==> config.mk <==
export PLATFORM = sky130hd
export DESIGN_NAME = pc_sequencer
export DESIGN_NICKNAME = d
export VERILOG_FILES = /design/src/rtl/pc_sequencer.sv
export SDC_FILE = /design/constraint.sdc
export NUM_CORES = 1
export LEC_CHECK = 0
export ABC_AREA = 1
export BUFFER_PORTS_ARGS = -buffer_cell sky130_fd_sc_hd__clkbuf_2
export CORE_MARGIN = 10
export CORE_UTILIZATION = 40
export CTS_BUF_LIST = sky130_fd_sc_hd__clkbuf_4 sky130_fd_sc_hd__clkbuf_8
export DETAILED_ROUTE_END_ITERATION = 8
export PLACE_DENSITY = 0.63
export SLEW_MARGIN = 25
export SYNTH_ARGS = -nofsm -noshare
export SYNTH_HDL_FRONTEND = slang
export SYNTH_SLANG_ARGS = --single-unit
==> constraint.sdc <==
create_clock -name CLK -period 1.5 [get_ports CLK]
set_input_delay 0.3 -clock CLK [delete_from_list [all_inputs] [get_ports CLK]]
set_output_delay 0.3 -clock CLK [all_outputs]
set_load 0.05 [all_outputs]
==> src/rtl/pc_sequencer.sv <==
// -----------------------------------------------------------------------------
// pc_sequencer
//   Program-counter owner and single-clock phase sequencer for the cpu15 core.
//   Each instruction is stepped through FT -> DC -> EX -> WB, one cycle each.
//   PHASE is one-hot and is used downstream as clock enables. Control flow
//   (sequential, jmp, je, hlt) is resolved when leaving WB.
//
// Ports:
//   CLK        in   system clock, all state changes on the rising edge
//   RESET_N    in   synchronous active-low reset
//   RUN        in   run enable, sampled in IDLE and WB only
//   PROM_OUT   in   15-bit instruction word, latched into IR during DC
//   FLAG_EQ    in   equality flag from execute, sampled in WB
//   P_COUNT    out  8-bit program counter to instruction ROM
//   PHASE      out  one-hot strobe {WB, EX, DC, FT}, zero in IDLE/HALT
//   HALTED     out  high once hlt has retired
//   INSTR_CNT  out  saturating count of retired instructions
// -----------------------------------------------------------------------------
module pc_sequencer #(
  parameter logic [7:0] PC_RESET = 8'h00,
  parameter int         CNT_W    = 16
) (
  input  logic             CLK,
  input  logic             RESET_N,
  input  logic             RUN,
  input  logic [14:0]      PROM_OUT,
  input  logic             FLAG_EQ,
  output logic [7:0]       P_COUNT,
  output logic [3:0]       PHASE,
  output logic             HALTED,
  output logic [CNT_W-1:0] INSTR_CNT
);

  typedef enum logic [2:0] {
    S_IDLE,
    S_FT,
    S_DC,
    S_EX,
    S_WB,
    S_HALT
  } state_t;

  localparam logic [3:0] OP_JMP = 4'b1100;
  localparam logic [3:0] OP_JE  = 4'b1011;
  localparam logic [3:0] OP_HLT = 4'b1111;

  localparam logic [3:0] PH_NONE = 4'b0000;
  localparam logic [3:0] PH_FT   = 4'b0001;
  localparam logic [3:0] PH_DC   = 4'b0010;
  localparam logic [3:0] PH_EX   = 4'b0100;
  localparam logic [3:0] PH_WB   = 4'b1000;

  localparam logic [CNT_W-1:0] CNT_ONE = {{(CNT_W-1){1'b0}}, 1'b1};

  state_t           state_q;
  logic [14:0]      ir_q;
  logic [7:0]       pc_q;
  logic [3:0]       phase_q;
  logic             halted_q;
  logic [CNT_W-1:0] cnt_q;

  logic [3:0]       opcode;
  logic             take_jump;
  logic [7:0]       pc_d;
  logic [CNT_W-1:0] cnt_d;

  // Decode works only from the latched IR; PROM_OUT may change after DC.
  always_comb begin
    opcode    = ir_q[14:11];
    take_jump = (opcode == OP_JMP) || ((opcode == OP_JE) && FLAG_EQ);
    pc_d      = take_jump ? ir_q[7:0] : pc_q + 8'd1;
    // Saturate rather than wrap so a long-running program never reads as "few".
    cnt_d     = (&cnt_q) ? cnt_q : cnt_q + CNT_ONE;
  end

  always_ff @(posedge CLK) begin
    if (!RESET_N) begin
      state_q  <= S_IDLE;
      ir_q     <= '0;
      pc_q     <= PC_RESET;
      phase_q  <= PH_NONE;
      halted_q <= 1'b0;
      cnt_q    <= '0;
    end else begin
      case (state_q)
        S_IDLE: begin
          if (RUN) begin
            state_q <= S_FT;
            phase_q <= PH_FT;
          end
        end
        S_FT: begin
          state_q <= S_DC;
          phase_q <= PH_DC;
        end
        S_DC: begin
          ir_q    <= PROM_OUT;
          state_q <= S_EX;
          phase_q <= PH_EX;
        end
        S_EX: begin
          state_q <= S_WB;
          phase_q <= PH_WB;
        end
        S_WB: begin
          cnt_q <= cnt_d;
          if (opcode == OP_HLT) begin
            // PC stays on the hlt itself; HALT is left only via reset.
            halted_q <= 1'b1;
            state_q  <= S_HALT;
            phase_q  <= PH_NONE;
          end else begin
            pc_q <= pc_d;
            if (RUN) begin
              state_q <= S_FT;
              phase_q <= PH_FT;
            end else begin
              state_q <= S_IDLE;
              phase_q <= PH_NONE;
            end
          end
        end
        S_HALT: begin
          state_q <= S_HALT;
          phase_q <= PH_NONE;
        end
        default: begin
          state_q <= S_IDLE;
          phase_q <= PH_NONE;
        end
      endcase
    end
  end

  assign P_COUNT   = pc_q;
  assign PHASE     = phase_q;
  assign HALTED    = halted_q;
  assign INSTR_CNT = cnt_q;

endmodule

==> results of run 1 <==
## cells by family (layout without fill, tap and decap cells)
| logic type | after synthesis | after routing | share of synthesized area (%) |
|---|---|---|---|
| compound gates | 61 | 61 | 14.9 |
| flops | 44 | 44 | 40.4 |
| xor+xnor | 4 | 4 | 1.61 |
| buf+inv | 46 | 102 | 8.89 |
| fa+ha+maj | 2 | 2 | 1.15 |
| simple gates | 165 | 165 | 33.0 |
## synth_stat cells (2+ instances only)
cell type,instances
a21oi_1,30
xor2_1,3
nor2_4,4
nand3b_1,2
clkbuf_1,4
nand2_2,2
o21ai_0,24
nor3_1,4
and2_1,2
dfxtp_1,44
a21oi_2,4
ha_1,2
nor2_2,2
buf_6,2
nand3_1,14
nor2_1,53
inv_2,2
nand4_1,4
nand2_1,75
buf_2,2
inv_1,35
## worst max path at each step
stage                             from             to  slack [ps]  depth (start not counted)
after CTS                 INSTR_CNT[0]   INSTR_CNT[9]          30                         11
after detailed placement  INSTR_CNT[0]   INSTR_CNT[9]          50                         11
after floorplan           INSTR_CNT[0]  INSTR_CNT[15]           7                          9
final                     INSTR_CNT[1]   INSTR_CNT[9]          60                         11
after global routing      INSTR_CNT[0]   INSTR_CNT[7]         -50                          9
after global placement    INSTR_CNT[0]   INSTR_CNT[9]          60                         11
## cell type report
class                      instances  area [um^2]
clock inverter                     1         5.00
inverter                          37          141
sequential                        44          908
fill                             546         2450
timing repair buffer              57          329
clock buffer                       7         83.8
tap                               70         87.6
multi-input combinational        232         1200
## where the power goes
| part | switching (mW) | total (mW) | internal [mW] |
|---|---|---|---|
| sequential | 0.0416 | 1.26 | 1.22 |
| combinational | 0.178 | 0.275 | 0.0969 |
| clock | 0.403 | 0.766 | 0.364 |
| total | 0.622 | 2.30 | 1.68 |
## worst min-delay path: stages
cell and delay (ps):
clkbuf_2 80, o21ai_0 70, nor2_1 70
## stage by stage
stage / util (%) / hold WS [ps] / worst slack [ps] / cell area, um^2
after CTS: 50.9 / 245 / 27.3 / 2650
after global placement: 49.2 / 446 / 63.6 / 2560
after detailed placement: 49.2 / 452 / 46.9 / 2560
after global routing: 53.0 / 276 / -46.5 / 2760
final: 53.0 / 257 / 60.3 / 2760
after floorplan: - / 430 / 6.56 / 2230
## metal layers
layer  share of wire (%)  routed length (um)  up-vias
met4                 1.7                  87        0
met2                  47                2440       44
met3                 6.5                 340       10
met1                  45                2340      927
met5                   0                   0        -
li1                    -                   -     1137
## flip-flops by register name, summed over array words and instances (netlist names)
signal / count
HALTED: 1
PHASE: 4
INSTR_CNT: 16
ir_q: 12
state_q: 3
P_COUNT: 8
## what timing repair did
action                                  in CTS  in global routing
endpoints found under the setup margin       0                 13
resized for setup                            0                 28
setup buffers                                0                  2
==> impl_metrics.toml, run 1 <==
[die]
ioPinCount = 48
die_height_um = 93.8
die_area_um2 = 8810
die_w_um = 93.8
rows = 26
initial_utilization_pct = 41.9
core_um2 = 5200

[clock_network]
numCtsBuffers = 5
cts.sinks = 44
cts_htree_levels = 2
insertion_delay_ps = 300
cts_buffer_depth = 2
clkTransAtPathRegs_ps = 80
root_buffer = "clkbuf_8"
cts_tree = "yes"
hold_buffers = 0

[sta]
finalSetupTns_ps = 0
finalSetupViolations = 0
finalCriticalPeriod_ps = 1440
period_share_pct = 96.0
finalHoldViolations = 0
drv_slew = 0
slew_headroom_pct = 76.6
rsz0062_at_grt = "yes"
fin_worst_skew_ps = 6.98
worst_pin_slew_ps = 347
fmax_ghz = 0.695

[finish]
final_cells = 448
layout_common_cells = "71 x nand2_1, 50 x nor2_1, 44 x clkbuf_2"
layout.nets = 398
areaGrowthSynthToFinish_pct = 26.5
num_antenna_cells = 0
final_common_cell = "nand2_1"
drive_gt1_share_pct = 31.0

[worst_setup_path]
cp.arrival_ps = 1680
crit_chain = "ha_4, nand2_4, nor2_4, nand2_2, nor2_4, nor2_4, buf_6, nand2_4, nand2_1, nand2_1, nor2_1"
worstPathMaxFanout = 6
crit_top_cell = "nor2_4"
worstSetupPathType = "reg -> reg"
cpPeakStageDelay_ps = 370
worstSetupEndpointType = "flop"
critPathLaunchType = "flop"
critPathBufInv = 1
critPathSlowestCell = "dfxtp_4"
path_delay_family = "simple AND/OR/NAND/NOR gates"
regToRegSetupSlack_ps = 60
r2r-end = "INSTR_CNT[9]"
ff2ff_path_depth = 11
rr_startpoint = "INSTR_CNT[1]"
crit_required_ps = 1740

[logic_synthesis]
syn_nets = 343
synth_top_area_cell = "dfxtp_1"
synth-warning-count = 0
synth_edf_count = 0
seq_area_frac_synth_pct = 40.4
syn_inst = 322
synth_top_area_share_pct = 40.4
ys.flop_type = "dfxtp_1"
synth_cell_types = 29
async_flop_share_pct = 0
synth-seq-cells = 44
syn_area_per_cell_um2 = 6.77
ys_top_cells_by_area = "dfxtp_1 40%, nand2_1 13%, nor2_1 9.1%"
syn-cell-area_um2 = 2180

[global_routing]
grt_use_met2_pct = 20.2
grt_usage_pct = 12.1
antenna_found_initial = 0
top_usage_layer = "met2"
overflow = 0
grt_pass1_wl_mm = 8.79
grt_start_max_net_pins = 17
grt_pass1_vias = 1994
grt_use_met3_pct = 4.32
use_met1_pct = 13.7

[min_path]
hold_class = "in -> reg"
holdPathStages = 3
holdPathEnd = "ir_q[2]"
worstHoldStart = "PROM_OUT[2]"

[pwr]
vdd_drop_max_uv = 670
power.leakage_nw = 1.24
power_density_nw_per_um2 = 835
power.total_mw = 2.30

[place]
dpl.hpwl_mm = 4.00
gp_congestion = 0.767
port_buffers = 44
numPlacedInstances = 438

[status]
outcome = "finished clean"

[drt]
drc = 0
first_iter_violations = 90
route.vias.total = 2118
routedWlPerCell_um = 11.6
avgViaCountPerCell = 4.73
first_pass_iters = 4
drt-total-wl_mm = 5.20
ant_nets = 0

[flow_run]
drv_cap = 0
(Power assumes the default switching activity.)
==> run 2: changes to the inputs <==
- ABC_AREA: 1 -> default
- PLACE_DENSITY: 0.63 -> 0.61
- clock period: 1.5 -> 1.7 ns (I/O delays scaled with it)
==> impl_metrics.toml, run 2 <==
[sta]
finalCriticalPeriod_ps = 1610
finalSetupTns_ps = 0
drv_slew = 0
finalSetupViolations = 0
rsz0062_at_grt = "no"
slew_headroom_pct = 72.6
fin_ws_ps = 85.7
finalHoldViolations = 0
worst_pin_slew_ps = 410
period_share_pct = 95.0
fmax_ghz = 0.619
hold-worst-slack_ps = 273
fin_worst_skew_ps = 6.08

[logic_synthesis]
synth_top_family_by_area = "simple AND/OR/NAND/NOR gates"
yosys.area_share.simple_pct = 29.5
synth_xor_area_share_pct = 3.82
synth-compound-area-share_pct = 13.6
synth-seq-cells = 44
synth_top_area_share_pct = 42.7
synth-warning-count = 0
synth_top_area_cell = "dfxtp_1"
ys.flop_type = "dfxtp_1"
seq_area_frac_synth_pct = 42.7
syn_area_per_cell_um2 = 8.64
syn-cell-area_um2 = 2060
synth.most_common_cell = "dfxtp_1"
synth_edf_count = 0
ys_top_cells_by_area = "dfxtp_1 43%, mux2i_1 6.3%, nand3_1 4.4%"
synthTopCellsByCount = "44 x dfxtp_1, 20 x nor2_1, 18 x nand3_1"
yosys.area_share.adder_pct = 1.21
synth_cell_types = 44
async_flop_share_pct = 0
syn_inst = 239
synth_mux_area_share_pct = 6.30
syn_nets = 260

[die]
die_area_um2 = 8430
initial_utilization_pct = 40.9
rows = 26
die_w_um = 91.8
die_height_um = 91.8
core_um2 = 5040
ioPinCount = 48

[global_routing]
grt_use_met2_pct = 18.9
top_usage_layer = "met2"
use_met1_pct = 15.9
grt_use_met3_pct = 4.81
grt_usage_pct = 12.5
grt_pass1_vias = 1873
grt_pass1_wl_mm = 8.83
overflow = 0
grt_start_max_net_pins = 19
antenna_found_initial = 0

[drt]
drt-total-wl_mm = 5.06
first_pass_iters = 4
route.vias.total = 1904
drc = 0
avgViaCountPerCell = 5.15
ant_nets = 0
first_iter_violations = 86
routedWlPerCell_um = 13.7

[clock_network]
numCtsBuffers = 5
root_buffer = "clkbuf_8"
hold_buffers = 0
cts_tree = "yes"
cts_buffer_depth = 2
insertion_delay_ps = 300
post_cts.repair.setup_buffers = 0
clkTransAtPathRegs_ps = 80
cts_resized = 0
cts.sinks = 44
cts_htree_levels = 2

[worst_setup_path]
cpPeakStageDelay_ps = 430
critPathSlowestCell = "or3b_4"
crit_required_ps = 1900
cp.depth = 5
crit_chain = "or3b_4, nor4_4, nand4_1, xnor2_1, and2_1"
cp.arrival_ps = 1810
worstSetupEndpointType = "flop"
critPathLaunchType = "flop"
worstPathMaxFanout = 4
ff2ff_path_depth = 5
worstSetupPathType = "reg -> reg"
critPathBufInv = 0
path_delay_family = "simple AND/OR/NAND/NOR gates"

[place]
post-place-ws_ps = 68.9
port_buffers = 44
dpl_cell_area_um2 = 2500
gp_congestion = 0.781
dpl.hpwl_mm = 3.81

[min_path]
holdPathStages = 3
hold_class = "in -> reg"

[pwr]
power_density_nw_per_um2 = 822
power.leakage_nw = 1.09
vdd_drop_max_uv = 349

[finish]
final_common_cell = "clkbuf_2"
drive_gt1_share_pct = 32.3
finalInstanceArea_um2 = 2630
layout_common_cells = "44 x clkbuf_2, 28 x dfxtp_1, 20 x nor2_1, 20 x buf_4, 18 x nand3_1"
areaGrowthSynthToFinish_pct = 27.3
largest_reg_flops = 16
fill_cells = 472
layout.nets = 320
num_antenna_cells = 0

[status]
outcome = "finished clean"

[flow_run]
drv_cap = 0
[run 2: metrics by stage]
step                total power [mW]  utilization [%]  std cells
floorplan                       1.30                -        239
global placement                1.37             49.6        362
detailed placement              1.37             49.6        362
CTS                             2.18             51.8        370
global route                    2.26             52.1        370
finish                          2.16             52.1        370
[run 2: metal layers]
layer	vias up	routed length, um
met3	6	328
met1	875	2430
met4	0	65
met5	-	0
li1	983	-
met2	40	2240
[run 2: power breakdown]
part	switching [mW]	leakage, nW	internal, mW	total (mW)
registers	0.0320	0.365	1.07	1.10
clock network	0.361	0.0586	0.452	0.813
logic	0.146	0.663	0.100	0.246
total	0.539	1.09	1.62	2.16
[run 2: final cells by class]
class,instances,area (um^2),share of cell area (%)
timing repair buffer,64,370,14.1
tap,70,87.6,3.33
clock buffer,6,76.3,2.90
multi-input combinational,181,1150,43.6
inverter,3,11.3,0.428
sequential,44,901,34.3
clock inverter,2,35.0,1.33
[run 2: cell families after synthesis]
group,count (synthesis)
adder cells (fa/ha/maj),2
flip-flops,44
AO/OA/AOI/OAI,46
multiplexers,13
XOR/XNOR,9
AND/OR/NAND/NOR,111
buffers and inverters,14
[run 2: worst min-delay path: stages]
cell	delay, ps
clkbuf_2	70
mux2i_1	50
nor2_1	70
[run 2: worst paths after layout]
path	endpoint	startpoint	slack (ps)
setup / recovery	INSTR_CNT[15]	state_q[0]	90
hold / removal	ir_q[1]	PROM_OUT[1]	270
setup reg to reg	INSTR_CNT[15]	state_q[0]	90
hold reg to reg	PHASE[3]	PHASE[3]	480
